===== src/rtl/viterbi_core_param_if.sv =====
// Host-side bundle for viterbi_core_param: observation load, run control and path readback.
interface viterbi_core_param_if #(
    parameter int unsigned N_STATES = 16,
    parameter int unsigned T_MAX    = 32,
    parameter int unsigned OBS_W    = 8,
    parameter int unsigned METRIC_W = 12
);
    localparam int unsigned AW = $clog2(T_MAX);
    localparam int unsigned SW = $clog2(N_STATES);

    logic                obs_we;
    logic [AW-1:0]       obs_addr;
    logic [OBS_W-1:0]    obs_din;
    logic [AW:0]         seq_len;
    logic [3:0]          trans_w;
    logic                start;
    logic                busy;
    logic                done;
    logic                err;
    logic [METRIC_W-1:0] final_metric;
    logic [AW-1:0]       path_addr;
    logic [SW-1:0]       path_dout;

    modport master (
        output obs_we, obs_addr, obs_din, seq_len, trans_w, start, path_addr,
        input  busy, done, err, final_metric, path_dout
    );

    modport slave (
        input  obs_we, obs_addr, obs_din, seq_len, trans_w, start, path_addr,
        output busy, done, err, final_metric, path_dout
    );
endinterface


===== src/rtl/viterbi_core_param.sv =====
// Parametrised minimum-cost Viterbi decoder: one (i,j) add-compare-select per cycle,
// ping-pong metric banks, backpointer RAM and traceback into a readable path RAM.
module viterbi_core_param #(
    parameter int unsigned N_STATES = 16,
    parameter int unsigned T_MAX    = 32,
    parameter int unsigned OBS_W    = 8,
    parameter int unsigned METRIC_W = 12
) (
    input logic             clk,
    input logic             rst,
    viterbi_core_param_if.slave bus
);
    localparam int unsigned AW = $clog2(T_MAX);
    localparam int unsigned SW = $clog2(N_STATES);
    localparam int unsigned LW = AW + 1;
    // Headroom for metric + 15 * (N_STATES-1) before clamping.
    localparam int unsigned WW = METRIC_W + 10;
    localparam logic [METRIC_W-1:0] MAX_M = '1;

    typedef enum logic [2:0] {StIdle, StInit, StFwd, StFinal, StTrace, StDone} state_e;

    state_e state_q, state_d;

    logic [OBS_W-1:0]    obs_mem    [T_MAX];
    logic [METRIC_W-1:0] metric_mem [2][N_STATES];
    logic [SW-1:0]       bp_mem     [T_MAX*N_STATES];
    logic [SW-1:0]       path_mem   [T_MAX];

    logic [AW-1:0]       t_q;
    logic [SW-1:0]       i_q, j_q, arg_q, s_q;
    logic [LW-1:0]       len_q;
    logic [3:0]          tw_q;
    logic                bank_q, err_q;
    logic [METRIC_W-1:0] best_q, final_q;
    logic [SW-1:0]       path_dout_q;

    logic busy, done, err, start_ok, i_last, j_last, take;
    logic [OBS_W-1:0]    cur_obs;
    logic [SW-1:0]       dist_ij, arg_n;
    logic [METRIC_W-1:0] prev_m, cand, cmp_val, best_n, new_m, init_m;

    function automatic logic [METRIC_W-1:0] sat_add(input logic [WW-1:0] a,
                                                    input logic [WW-1:0] b);
        logic [WW-1:0] s;
        s = a + b;
        return (s > WW'(MAX_M)) ? MAX_M : s[METRIC_W-1:0];
    endfunction

    // Circular distance between state j and the observation folded onto the state ring.
    function automatic logic [SW:0] emit(input logic [SW-1:0] j, input logic [OBS_W-1:0] obs);
        logic [SW-1:0] o;
        logic [SW:0]   d, r;
        o = obs[SW-1:0];
        d = (j >= o) ? {1'b0, j - o} : {1'b0, o - j};
        r = (SW+1)'(N_STATES) - d;
        return (r < d) ? r : d;
    endfunction

    assign start_ok = (bus.seq_len != '0) && (bus.seq_len <= LW'(T_MAX));
    assign i_last   = (i_q == SW'(N_STATES - 1));
    assign j_last   = (j_q == SW'(N_STATES - 1));
    assign cur_obs  = obs_mem[t_q];
    assign dist_ij  = (i_q >= j_q) ? (i_q - j_q) : (j_q - i_q);
    assign prev_m   = metric_mem[bank_q][i_q];
    assign cand     = sat_add(WW'(prev_m), WW'(tw_q) * WW'(dist_ij));
    // FINAL reuses the compare-select on raw metrics; lowest index wins ties.
    assign cmp_val  = (state_q == StFwd) ? cand : prev_m;
    assign take     = (i_q == '0) || (cmp_val < best_q);
    assign best_n   = take ? cmp_val : best_q;
    assign arg_n    = take ? i_q : arg_q;
    assign new_m    = sat_add(WW'(best_n), WW'(emit(j_q, cur_obs)));
    assign init_m   = sat_add('0, WW'(emit(j_q, cur_obs)));

    always_ff @(posedge clk or posedge rst) begin
        if (rst) state_q <= StIdle;
        else     state_q <= state_d;
    end

    always_comb begin
        state_d = state_q;
        unique case (state_q)
            StIdle:  if (bus.start) state_d = start_ok ? StInit : StDone;
            StInit:  if (j_last) state_d = (len_q == LW'(1)) ? StFinal : StFwd;
            StFwd:   if (i_last && j_last && ({1'b0, t_q} == len_q - LW'(1))) state_d = StFinal;
            StFinal: if (i_last) state_d = StTrace;
            StTrace: if (t_q == '0) state_d = StDone;
            StDone:  state_d = StIdle;
            default: state_d = StIdle;
        endcase
    end

    always_comb begin
        busy = 1'b0;
        done = 1'b0;
        unique case (state_q)
            StInit, StFwd, StFinal, StTrace: busy = 1'b1;
            StDone:                          done = 1'b1;
            default: ;
        endcase
        err = done & err_q;
    end

    always_ff @(posedge clk or posedge rst) begin
        if (rst) begin
            t_q         <= '0;
            i_q         <= '0;
            j_q         <= '0;
            arg_q       <= '0;
            s_q         <= '0;
            len_q       <= '0;
            tw_q        <= '0;
            bank_q      <= 1'b0;
            err_q       <= 1'b0;
            best_q      <= '0;
            final_q     <= '0;
            path_dout_q <= '0;
        end else begin
            path_dout_q <= path_mem[bus.path_addr];
            unique case (state_q)
                StIdle: if (bus.start) begin
                    len_q  <= bus.seq_len;
                    tw_q   <= bus.trans_w;
                    err_q  <= !start_ok;
                    t_q    <= '0;
                    i_q    <= '0;
                    j_q    <= '0;
                    bank_q <= 1'b0;
                end
                StInit: begin
                    j_q <= j_q + 1'b1;
                    if (j_last) t_q <= AW'(1);
                end
                StFwd: begin
                    best_q <= best_n;
                    arg_q  <= arg_n;
                    i_q    <= i_q + 1'b1;
                    if (i_last) begin
                        j_q <= j_q + 1'b1;
                        if (j_last) begin
                            bank_q <= ~bank_q;
                            t_q    <= t_q + 1'b1;
                        end
                    end
                end
                StFinal: begin
                    best_q <= best_n;
                    arg_q  <= arg_n;
                    i_q    <= i_q + 1'b1;
                    if (i_last) begin
                        final_q <= best_n;
                        s_q     <= arg_n;
                        t_q     <= AW'(len_q - LW'(1));
                    end
                end
                StTrace: begin
                    s_q <= bp_mem[{t_q, s_q}];
                    t_q <= t_q - 1'b1;
                end
                default: ;
            endcase
        end
    end

    // RAMs carry no reset; their write enables derive from the reset FSM state.
    always_ff @(posedge clk) begin
        if (bus.obs_we && !busy) obs_mem[bus.obs_addr] <= bus.obs_din;
        if (state_q == StInit) metric_mem[0][j_q] <= init_m;
        if (state_q == StFwd && i_last) begin
            metric_mem[~bank_q][j_q] <= new_m;
            bp_mem[{t_q, j_q}]       <= arg_n;
        end
        if (state_q == StTrace) path_mem[t_q] <= s_q;
    end

    assign bus.busy         = busy;
    assign bus.done         = done;
    assign bus.err          = err;
    assign bus.final_metric = final_q;
    assign bus.path_dout    = path_dout_q;
endmodule

===== src/flat_wrapper.sv =====
// flat-port wrapper written by rule: the top's interface ports become plain ports
module viterbi_core_param_flat 
#(
    parameter int unsigned N_STATES = 16,
    parameter int unsigned T_MAX    = 32,
    parameter int unsigned OBS_W    = 8,
    parameter int unsigned METRIC_W = 12
)
  (clk, rst, bus_obs_we, bus_obs_addr, bus_obs_din, bus_seq_len, bus_trans_w, bus_start, bus_path_addr, bus_busy, bus_done, bus_err, bus_final_metric, bus_path_dout);
  viterbi_core_param_if #(.N_STATES(N_STATES), .T_MAX(T_MAX), .OBS_W(OBS_W), .METRIC_W(METRIC_W)) bus_i ();
  input logic clk;
  input logic rst;
  input wire logic [$bits(bus_i.obs_we)-1:0] bus_obs_we;
  input wire logic [$bits(bus_i.obs_addr)-1:0] bus_obs_addr;
  input wire logic [$bits(bus_i.obs_din)-1:0] bus_obs_din;
  input wire logic [$bits(bus_i.seq_len)-1:0] bus_seq_len;
  input wire logic [$bits(bus_i.trans_w)-1:0] bus_trans_w;
  input wire logic [$bits(bus_i.start)-1:0] bus_start;
  input wire logic [$bits(bus_i.path_addr)-1:0] bus_path_addr;
  output wire logic [$bits(bus_i.busy)-1:0] bus_busy;
  output wire logic [$bits(bus_i.done)-1:0] bus_done;
  output wire logic [$bits(bus_i.err)-1:0] bus_err;
  output wire logic [$bits(bus_i.final_metric)-1:0] bus_final_metric;
  output wire logic [$bits(bus_i.path_dout)-1:0] bus_path_dout;
  assign bus_i.obs_we = bus_obs_we;
  assign bus_i.obs_addr = bus_obs_addr;
  assign bus_i.obs_din = bus_obs_din;
  assign bus_i.seq_len = bus_seq_len;
  assign bus_i.trans_w = bus_trans_w;
  assign bus_i.start = bus_start;
  assign bus_i.path_addr = bus_path_addr;
  assign bus_busy = bus_i.busy;
  assign bus_done = bus_i.done;
  assign bus_err = bus_i.err;
  assign bus_final_metric = bus_i.final_metric;
  assign bus_path_dout = bus_i.path_dout;
  viterbi_core_param #(.N_STATES(N_STATES), .T_MAX(T_MAX), .OBS_W(OBS_W), .METRIC_W(METRIC_W)) u_core (.clk(clk), .rst(rst), .bus(bus_i));
endmodule

===== config.mk =====
export PLATFORM = sky130hd
export DESIGN_NAME = viterbi_core_param_flat
export DESIGN_NICKNAME = d
export VERILOG_FILES = /design/src/rtl/viterbi_core_param_if.sv /design/src/rtl/viterbi_core_param.sv /design/src/flat_wrapper.sv
export SDC_FILE = /design/constraint.sdc
export NUM_CORES = 2
export LEC_CHECK = 0
export BUFFER_PORTS_ARGS = -buffer_cell sky130_fd_sc_hd__buf_2
export CAP_MARGIN = 20
export CORE_MARGIN = 3
export CORE_UTILIZATION = 65
export CTS_BUF_LIST = sky130_fd_sc_hd__clkbuf_2 sky130_fd_sc_hd__clkbuf_4 sky130_fd_sc_hd__clkbuf_8
export DETAILED_ROUTE_END_ITERATION = 12
export GPL_ROUTABILITY_DRIVEN = 0
export HOLD_SLACK_MARGIN = 0.06
export PLACE_DENSITY = 0.81
export SLEW_MARGIN = 0
export SYNTH_ARGS = -nofsm -noshare
export SYNTH_HDL_FRONTEND = slang
export SYNTH_SLANG_ARGS = --single-unit
export TNS_END_PERCENT = 1

===== constraint.sdc =====
create_clock -name clk -period 32.4 [get_ports clk]
set_input_delay 9.72 -clock clk [delete_from_list [all_inputs] [get_ports clk]]
set_output_delay 9.72 -clock clk [all_outputs]
set_load 0.005 [all_outputs]

==> results.json <==
{
  "synth.net_count": 5551,
  "avgSynthCellArea_um2": 20.4,
  "rsz0062_at_grt": "no",
  "grt_pass1_vias": 57100,
  "hold_viol_final": 0,
  "postCtsSetupBuffers": 0,
  "die_w_um": 419,
  "synth_edf_count": 2688,
  "relSlewSlack": 0.116,
  "hold_path_end": "u_core.bus.final_metric[10]",
  "wl_per_cell_um": 31.2,
  "crit-reg2reg-launch": "u_core.i_q[0]",
  "outcome": "completed",
  "fmax_ghz": 0.0785,
  "r2r_end": "u_core.bp_mem[223][0]",
  "min_from": "u_core.bus.final_metric[10]",
  "cts_max_path_buffers": 4,
  "synth_top_cell_by_area": "edfxtp_1",
  "setup_slack_ns": 19.66,
  "worstSkewPairLatency_ns": 1.10,
  "drc": 0,
  "ctsHoldBuffers": 0,
  "finClkSkew_ns": 0.0758,
  "post-place-ws_ns": 20.48,
  "pin_count": 51,
  "synthArstFlopShare": 0.0233,
  "end_kind": "primary output",
  "dpl.hpwl_mm": 147,
  "pwr_density_cell_mw_per_mm2": 82.9,
  "hold_path_class": "flip-flop to flip-flop",
  "peakVddDrop_mv": 0.172,
  "clk_pin_slew_worst_paths_ns": 0.07,
  "wl_mm": 257,
  "total_power_mw": 10.1,
  "synth_cell_type_count": 71,
  "period_share": 0.393,
  "seq_area_frac_synth": 0.743,
  "port_buffers": 46,
  "die_h_um": 419,
  "cp_max_fo": 29,
  "rows": 150,
  "grt_max_degree": 242,
  "p_leak_nw": 38.2,
  "vias_per_cell": 6.87,
  "areaGrowthSynthToFinish_pct": 9.47,
  "cap_violations": 0,
  "synthTopCellsByArea": "edfxtp_1 (73%), mux4_2 (17%), nor2_1 (2.3%)",
  "overflow": 0,
  "cts.sinks": 2752,
  "fin_nets": 5796,
  "yosysWarnings": 0,
  "crit_required_ns": 22.68,
  "tns_ns": 0,
  "drt-initial-drc-count": 7664,
  "syn_area_mm2": 0.111,
  "cts.htree.levels": 5,
  "fillers": 9050,
  "drt_first_pass_iters": 7,
  "yosys_most_used_dff": "edfxtp_1",
  "grt_use_total": 0.298,
  "finalCriticalPeriod_ns": 12.74,
  "cts_inserted_buffers": 421,
  "cts_resized": 0,
  "grt_pass1_wl_mm": 379,
  "num_vias": 56400,
  "cts_tree": "done",
  "r2r_setup_slack_ns": 20.87,
  "final_cell_mix": "edfxtp_1 (2688), mux4_2 (812), nor2_1 (658), clkbuf_8 (429), nand2_1 (139)",
  "dieArea_mm2": 0.175,
  "grt_antenna_before_repair": 13,
  "start_util": 0.658,
  "cts_root_buf": "clkbuf_8",
  "drive_above_1_share": 0.278,
  "coreArea_mm2": 0.168,
  "hold-path-cell-count": 2,
  "path_class": "flip-flop to primary output",
  "antenna_left": 0,
  "report.final.slew_viol_count": 0,
  "reg2reg_depth": 35,
  "final-setup-viol-count": 0,
  "ys_seq_elements": 2752,
  "final_common_cell": "edfxtp_1",
  "tightest_slew_ns": 1.33,
  "synthDominantCellAreaShare": 0.729,
  "synthCells": 5444,
  "critPathLaunchType": "flip-flop",
  "arrival_ns": 3.02
}
[Yosys cell counts (all sizes together), types with 27 or more instances]
master	instances
ha	60
nand3	41
buf	140
nand2	156
edfxtp	2688
mux2	29
mux4	812
a22oi	35
nor2b	27
a21oi	43
inv	63
o21ai	69
mux2i	78
dfrtp	64
nor2	665
clkbuf	191
[worst max path at each step]
stage | slack (ns) | start | cells past startpoint | endpoint
4_1_cts | 19.67 | u_core.state_q[1] | 3 | bus_busy
6_report | 19.66 | u_core.state_q[1] | 3 | bus_busy
3_5_place_dp | 20.48 | bus_path_addr[0] | 5 | u_core.bus.path_dout[2]
5_1_grt | 19.56 | u_core.state_q[1] | 3 | bus_busy
2_1_floorplan | 17.55 | u_core.i_q[0] | 40 | u_core.bp_mem[0][2]
3_3_place_gp | 20.48 | bus_path_addr[0] | 5 | u_core.bus.path_dout[2]
[through the flow]
step,area [µm²],instances,util,hold WS (ns)
after global placement,113000,7463,0.673,0.456
after detailed placement,113000,7463,0.673,0.470
after floorplan,111000,5444,-,0.443
after global routing,121000,8211,0.720,0.506
final,121000,8213,0.720,0.479
after CTS,121000,8194,0.720,0.483
[critical path: stages, from the launching register on]
cell and delay [ns]:
dfrtp_1 0.89, nor2_1 0.25, xnor2_1 0.57, buf_2 0.24
[final cells by class]
type                       instances  area (µm²)  share of cell area
inverter                          65         260             0.00215
clock buffer                     552        6830              0.0563
timing repair buffer             153        1160             0.00953
antenna                           12        30.0            0.000248
clock inverter                   179         983             0.00811
multi-input combinational       2296       26900               0.222
tap                             2204        2760              0.0227
sequential                      2752       82300               0.679
[power breakdown]
group	internal, mW	leakage, nW	switching, mW
clock network	1.43	4.14	1.28
logic	1.27	8.57	1.72
registers	4.24	25.5	0.111
total	6.94	38.2	3.11
[routing by layer]
metal / vias to the layer above / track usage / wire length [µm]
li1: 22800 / - / -
met1: 29200 / 0.425 / 93700
met2: 3745 / 0.461 / 124000
met3: 648 / 0.0663 / 27900
met4: 4 / 0.118 / 10800
met5: - / 0 / 27
[sequential cells by signal (all words and copies together) (netlist names)]
signal                   flops
u_core.len_q                 6
u_core.s_q                   4
u_core.state_q               3
u_core.path_mem            128
u_core.bank_q                1
u_core.tw_q                  4
u_core.t_q                   5
u_core.best_q               12
u_core.j_q                   4
u_core.metric_mem          384
u_core.obs_mem             128
u_core.bus.final_metric     12
u_core.arg_q                 4
u_core.bus.path_dout         4
u_core.err_q                 1
u_core.bp_mem             2048
u_core.i_q                   4
[logic make-up (layout without fill, tap and decap cells)]
logic type / after synthesis / in the layout / share of synthesized area
mux: 919 / 919 / 0.175
compound gates: 269 / 269 / 0.0163
simple gates: 1002 / 1002 / 0.0376
other cells: 1 / 13 / 0.0000338
fa+ha+maj: 75 / 75 / 0.00949
buf+inv: 396 / 949 / 0.0162
xor+xnor: 30 / 30 / 0.00237
flops: 2752 / 2752 / 0.743
(Power assumes the default switching activity.)
